[src/rtl/add_pkg.sv]
// Shared width and word type for the 64-bit adder slice.
package add_pkg;

  localparam int unsigned ADD_WIDTH = 64;

  typedef logic [ADD_WIDTH-1:0] word_t;

endpackage : add_pkg

[src/rtl/full_adder.sv]
// One-bit full adder cell; the ripple chain in add_64 is built from these.
module full_adder (
  input  logic a,
  input  logic b,
  input  logic cin,
  output logic s,
  output logic cout
);

  always_comb begin
    s    = a ^ b ^ cin;
    cout = (a & b) | (a & cin) | (b & cin);
  end

endmodule : full_adder

[src/rtl/add_64.sv]
// 64-bit ripple-carry adder with a combinational result and a one-cycle registered copy.
// Optional signed-overflow flag is enabled by defining ADD_OVERFLOW_EN.
module add_64
  import add_pkg::*;
#(
  parameter int unsigned WIDTH = ADD_WIDTH
) (
  input  logic  clk,
  input  logic  rst,
  input  word_t a,
  input  word_t b,
  input  logic  cin,
  input  logic  in_valid,
  output word_t sum,
  output logic  cout,
  output word_t sum_q,
  output logic  cout_q,
  output logic  ovf_q,
  output logic  out_valid
);

  logic [WIDTH:0] carry;

  assign carry[0] = cin;

  for (genvar i = 0; i < WIDTH; i++) begin : g_bit
    full_adder u_fa (
      .a    (a[i]),
      .b    (b[i]),
      .cin  (carry[i]),
      .s    (sum[i]),
      .cout (carry[i+1])
    );
  end

  assign cout = carry[WIDTH];

  word_t sum_d;
  logic  cout_d;
  logic  valid_d;
  logic  valid_q;

  // Result registers capture only on valid operations and hold otherwise.
  always_comb begin
    sum_d   = sum_q;
    cout_d  = cout_q;
    valid_d = in_valid;
    if (in_valid) begin
      sum_d  = sum;
      cout_d = cout;
    end
  end

  always_ff @(posedge clk) begin
    if (rst) begin
      sum_q   <= '0;
      cout_q  <= 1'b0;
      valid_q <= 1'b0;
    end else begin
      sum_q   <= sum_d;
      cout_q  <= cout_d;
      valid_q <= valid_d;
    end
  end

  assign out_valid = valid_q;

`ifdef ADD_OVERFLOW_EN
  logic ovf_next;
  logic ovf_d;

  always_comb begin
    ovf_next = (a[WIDTH-1] == b[WIDTH-1]) && (sum[WIDTH-1] != a[WIDTH-1]);
    ovf_d    = ovf_q;
    if (in_valid) begin
      ovf_d = ovf_next;
    end
  end

  always_ff @(posedge clk) begin
    if (rst) begin
      ovf_q <= 1'b0;
    end else begin
      ovf_q <= ovf_d;
    end
  end
`else
  assign ovf_q = 1'b0;
`endif

endmodule : add_64

[config.mk]
export PLATFORM = sky130hd
export DESIGN_NAME = add_64
export DESIGN_NICKNAME = d
export VERILOG_FILES = /design/src/rtl/add_pkg.sv /design/src/rtl/full_adder.sv /design/src/rtl/add_64.sv
export SDC_FILE = /design/constraint.sdc
export NUM_CORES = 1
export LEC_CHECK = 0
export ABC_CLOCK_PERIOD_IN_PS = 45600
export CORE_ASPECT_RATIO = 1.75
export CORE_UTILIZATION = 37
export CTS_CLUSTER_DIAMETER = 30
export CTS_CLUSTER_SIZE = 14
export DETAILED_ROUTE_END_ITERATION = 6
export GPL_ROUTABILITY_DRIVEN = 0
export PLACE_DENSITY = 0.81
export SKIP_CTS_REPAIR_TIMING = 1
export SYNTH_ARGS = -nofsm -noshare
export SYNTH_HDL_FRONTEND = slang
export SYNTH_SLANG_ARGS = --single-unit
[constraint.sdc]
create_clock -name clk -period 45.6 [get_ports clk]
set_input_delay 6.84 -clock clk [delete_from_list [all_inputs] [get_ports clk]]
set_output_delay 6.84 -clock clk [all_outputs]
set_load 0.01 [all_outputs]
==> results.py, run 1 <==
metrics = {
    "timing": {
        "tightest_slew_ps": 1090,
        "setup_ws_ps": 5390,
        "whs_ps": 479,
        "timing.fmax_ghz": 0.0249,
        "min_period_ps": 40210,
        "grt_setup_unrepaired": "no",
        "fin_crit_sh": 0.882,
        "setup_tns_ps": 0,
        "setup_viol": 0,
        "hold_violations": 0,
        "slew_headroom": 0.276,
        "slew_violations": 0,
        "fin_skew_ps": 0,
    },
    "outcome": {
        "run_status": "completed",
    },
    "setup_path": {
        "cpPeakStageDelay_ps": 520,
        "cpMostUsedCell": "fa_1",
        "cp_slowest_cell": "clkdlybuf4s50_1",
        "critical_path_arrival_ps": 33370,
        "cp-end-kind": "output port",
        "cp.buffers_inverters": 6,
        "cp.required_ps": 38760,
        "path_delay_family": "adder cells",
        "crit_path_start_kind": "input port",
        "crit_type": "input port to output port",
        "crit_fanout": 2,
    },
    "grt": {
        "antenna_found_initial": 0,
        "grt_pass1_wl_mm": 16.6,
        "grt_max_degree": 70,
        "track_usage": 0.195,
        "grt_pass1_vias": 3481,
        "gr-total-overflow": 0,
    },
    "synthesis": {
        "seq_area_frac_synth": 0.320,
        "ys_warn_count": 0,
        "synth_cells": 352,
        "synth_cell_type_count": 14,
        "syn_area_sq_mm": 0.00413,
        "synth_seq_cells": 66,
        "synth_fp_nets": 548,
        "syn_avg_cell_area_sq_um": 11.7,
    },
    "detailed_routing": {
        "dr_total_vias": 3164,
        "drt_iter0_markers": 50,
        "drc": 0,
        "wl_mm": 11.2,
        "firstDrtPassIters": 4,
        "via_per_inst": 4.65,
        "antenna_left": 0,
        "wire_per_inst_um": 16.5,
    },
    "placed_design": {
        "placed_cells": 665,
        "port_buffers": 262,
        "dp_hpwl_mm": 9.18,
        "dp_slack_ps": 5460,
    },
    "finish": {
        "instances_no_fill": 680,
        "fillers": 887,
        "antenna_cells": 0,
        "finalNetCount": 742,
        "area_delta_synth_final_pct": 59.6,
        "drive_gt1_frac": 0.0291,
    },
    "floorplanning": {
        "design.core.area_sq_mm": 0.0108,
        "die_w_um": 81.9,
        "start_util": 0.384,
        "dieArea_sq_mm": 0.0116,
        "ios": 264,
        "die_h_um": 142,
        "num_rows": 50,
    },
    "cts": {
        "clk-insertion-delay-late_ps": 320,
        "cts_buffer_depth": 2,
        "cts_made_buffers": 9,
        "clock-root-buffer": "clkbuf_16",
        "cts_sinks": 66,
        "cts_tree": "built",
        "htreeDepth": 3,
        "clk_pin_slew_ps": 50,
    },
    "power": {
        "leakagePower_nw": 2.70,
        "ir_drop_mv": 0.0231,
        "powerDensity_mw_per_mm2": 33.7,
    },
    "min_path": {
        "hp-class": "flop to flop",
    },
    "flow_run": {
        "drv_cap": 0,
    },
}
## cells in the final DEF, fill, tap and decap left out, drive strengths merged
cell type / n
clkdlybuf4s50: 260
inv: 10
mux2i: 62
clkinv: 1
nor2: 65
conb: 1
fa: 64
clkbuf: 13
dfxtp: 66
a211oi: 3
nor2b: 1
clkinvlp: 1
buf: 3
## area by class of cell
| class | instances | area (sq um) | share of cell area |
|---|---|---|---|
| repair buffers | 263 | 2620 | 0.398 |
| clock inverters | 2 | 12.5 | 0.00190 |
| clock buffers | 13 | 260 | 0.0395 |
| flip-flops and latches | 66 | 1320 | 0.200 |
| inverters | 10 | 37.5 | 0.00569 |
| multi-input cells | 196 | 2180 | 0.330 |
| well taps | 130 | 163 | 0.0247 |
## worst min-delay path, delay by kind of cell, from the launching register on
kind | cells | cell delay (ps)
AOI/OAI and AO/OA | 1 | 50
DFF | 1 | 300
and+or+nand+nor | 1 | 80
## path summary, 6_finish.rpt
| path | startpoint | endpoint | slack, ps | cells after the start |
|---|---|---|---|---|
| setup / recovery | b[0] | sum[63] | 5390 | 70 |
| hold / removal | sum_q[63] | sum_q[63] | 480 | 2 |
| hold reg to reg | sum_q[63] | sum_q[63] | 480 | 2 |
| setup reg to reg | cout_q | cout_q | 44910 | 2 |
## registers in the layout, indices dropped and copies added, names as in the netlist
signal     flops
out_valid      1
sum_q         64
cout_q         1
## cells by family after synthesis
| logic type | Yosys count | share of synthesized area |
|---|---|---|
| adder cells (fa/ha/maj) | 64 | 0.310 |
| multiplexers | 62 | 0.150 |
| other | 1 | 0.000908 |
| flip-flops | 66 | 0.320 |
| AO/OA/AOI/OAI | 3 | 0.00545 |
| buffers and inverters | 90 | 0.153 |
| AND/OR/NAND/NOR | 66 | 0.0606 |
## power by group
part           leakage (nW)  internal [mW]  total (mW)  switching, mW
clock network         0.132         0.0393      0.0621         0.0228
logic                  2.02         0.0547      0.0926         0.0379
registers             0.545         0.0643      0.0675        0.00326
## synth_stat cells
cell	instances	area, sq um
fa_1	64	1280
clkbuf_1	2	7.51
nor2b_1	1	6.26
buf_4	70	526
buf_2	4	20.0
mux2i_1	62	621
nor2_1	65	244
a211oi_1	3	22.5
buf_1	1	3.75
conb_1	1	3.75
buf_6	2	22.5
buf_8	1	15.0
inv_1	10	37.5
dfxtp_1	66	1320
## metrics by stage
stage | util | instance area [sq um] | power, mW
finish | 0.613 | 6600 | 0.222
global route | 0.613 | 6600 | 0.235
global placement | 0.588 | 6320 | 0.160
CTS | 0.613 | 6600 | 0.226
floorplan | - | 4130 | 0.119
detailed placement | 0.588 | 6320 | 0.162
## metal layers
| layer | track usage | part of all wire |
|---|---|---|
| met2 | 0.372 | 0.57 |
| met1 | 0.173 | 0.30 |
| met3 | 0.0566 | 0.081 |
| met4 | 0.104 | 0.040 |
| met5 | 0 | 0 |
(Power assumes the default switching activity.)
==> run 2: changes to the inputs <==
ABC_CLOCK_PERIOD_IN_PS = 48400   (was 45600)
CORE_MARGIN = 3   (was unset)
CORE_UTILIZATION = 40   (was 37)
PLACE_DENSITY = 0.87   (was 0.81)
clock period = 48.4 ns   (was 45.6 ns; I/O delays follow)
==> run 2 against run 1 <==
Sequential cell count unchanged. Hold slack better by 4.8 ps. Die area up 0.20%. Clock-buffer cell count up 1. Via count down 0.47%. Core utilization up 4.8 points. First-iteration DRC count up 30%. Largest cell class unchanged.
==> results.py, run 2 (same netlist as run 1, synthesis figures left out) <==
metrics = {
    "outcome": {
        "run_status": "completed",
    },
    "detailed_routing": {
        "via_per_inst": 4.67,
        "dr_total_vias": 3149,
        "antenna_left": 0,
        "drt_iter0_markers": 65,
        "wl_mm": 11.9,
        "wire_per_inst_um": 17.6,
        "firstDrtPassIters": 4,
        "drc": 0,
    },
    "timing": {
        "setup_viol": 0,
        "min_period_ps": 41080,
        "setup_ws_ps": 7320,
        "grt_setup_unrepaired": "no",
        "hold_violations": 0,
        "tightest_slew_ps": 1190,
        "slew_headroom": 0.208,
        "fin_skew_ps": 0,
        "timing.fmax_ghz": 0.0243,
        "fin_crit_sh": 0.849,
        "setup_tns_ps": 0,
        "slew_violations": 0,
    },
    "cts": {
        "cts_tree": "built",
        "clock-root-buffer": "clkbuf_16",
        "cts_buffer_depth": 2,
        "clk-insertion-delay-late_ps": 320,
        "clk_pin_slew_ps": 50,
        "htreeDepth": 3,
        "cts_sinks": 66,
        "cts_made_buffers": 9,
    },
    "setup_path": {
        "crit_type": "input port to output port",
        "cp_slowest_cell": "clkdlybuf4s50_1",
        "cp-end-kind": "output port",
        "ff2ff_path_depth": 2,
        "crit_fanout": 2,
        "cp.required_ps": 41140,
        "crit_path_start_kind": "input port",
        "cpMostUsedCell": "fa_1",
        "critical_path_arrival_ps": 33820,
        "cpPeakStageDelay_ps": 530,
    },
    "finish": {
        "final_cell_area_sq_mm": 0.00659,
        "final_core_util": 0.661,
        "largest_reg_flops": 64,
        "top_register": "sum_q",
        "layout.cells.most_common": "clkdlybuf4s50_1",
        "area_delta_synth_final_pct": 59.6,
        "finalNetCount": 741,
        "drive_gt1_frac": 0.0291,
        "antenna_cells": 0,
        "final_cell_mix": "260 x clkdlybuf4s50_1, 66 x dfxtp_1, 65 x nor2_1",
    },
    "min_path": {
        "hold_path_depth": 2,
        "hp-class": "flop to flop",
    },
    "grt": {
        "grt_pass1_vias": 3677,
        "grt_pass1_wl_mm": 18.8,
        "track_usage": 0.205,
        "grt_max_degree": 70,
        "gr-total-overflow": 0,
        "antenna_found_initial": 0,
    },
    "floorplanning": {
        "dieArea_sq_mm": 0.0116,
        "start_util": 0.414,
        "die_h_um": 140,
        "num_rows": 48,
        "design.core.area_sq_mm": 0.00997,
        "ios": 264,
        "die_w_um": 82.8,
    },
    "placed_design": {
        "port_buffers": 262,
        "dp_hpwl_mm": 10.0,
        "dp_slack_ps": 7420,
        "dpl-instance-area_sq_mm": 0.00631,
    },
    "power": {
        "ir_drop_mv": 0.0193,
        "total_power_mw": 0.212,
        "powerDensity_mw_per_mm2": 32.1,
        "leakagePower_nw": 2.70,
    },
    "flow_run": {
        "drv_cap": 0,
    },
}
[run 2: report_power, final]
group          switching [mW]  internal (mW)  leakage (nW)
combinational          0.0363         0.0516          2.02
sequential            0.00305         0.0606         0.545
clock                  0.0215         0.0387         0.143
total                  0.0609          0.151          2.70
[run 2: metrics by stage]
step	cells	hold slack (ps)
3_3_place_gp	659	471
3_5_place_dp	659	477
4_1_cts	675	483
6_report	675	484
5_1_grt	675	514
2_1_floorplan	352	505
[run 2: worst paths after layout]
| check | from | endpoint | slack, ps |
|---|---|---|---|
| setup / recovery | b[0] | sum[63] | 7320 |
| hold / removal | sum_q[63] | sum_q[63] | 480 |
| setup reg to reg | cout_q | cout_q | 47690 |
| hold reg to reg | sum_q[63] | sum_q[63] | 480 |
[run 2: metal layers]
| layer | vias to the layer above | track usage | part of all wire |
|---|---|---|---|
| met5 | - | 0 | 0 |
| met4 | 0 | 0.0879 | 0.033 |
| met3 | 29 | 0.0742 | 0.080 |
| met2 | 181 | 0.396 | 0.57 |
| met1 | 1504 | 0.189 | 0.31 |
| li1 | 1435 | - | - |
[run 2: worst max-delay path, delay by kind of cell]
| kind | cells | cell delay [ps] |
|---|---|---|
| adders and majority gates | 64 | 25360 |
| buffers and inverters | 6 | 1200 |
[run 2: area by class of cell]
class,count,area (sq um)
Clock buffer,14,274
Sequential cell,66,1320
Timing Repair Buffer,262,2620
Tap cell,125,156
Fill cell,749,3380
Clock inverter,2,10.0
Multi-Input combinational cell,196,2180
Inverter,10,37.5
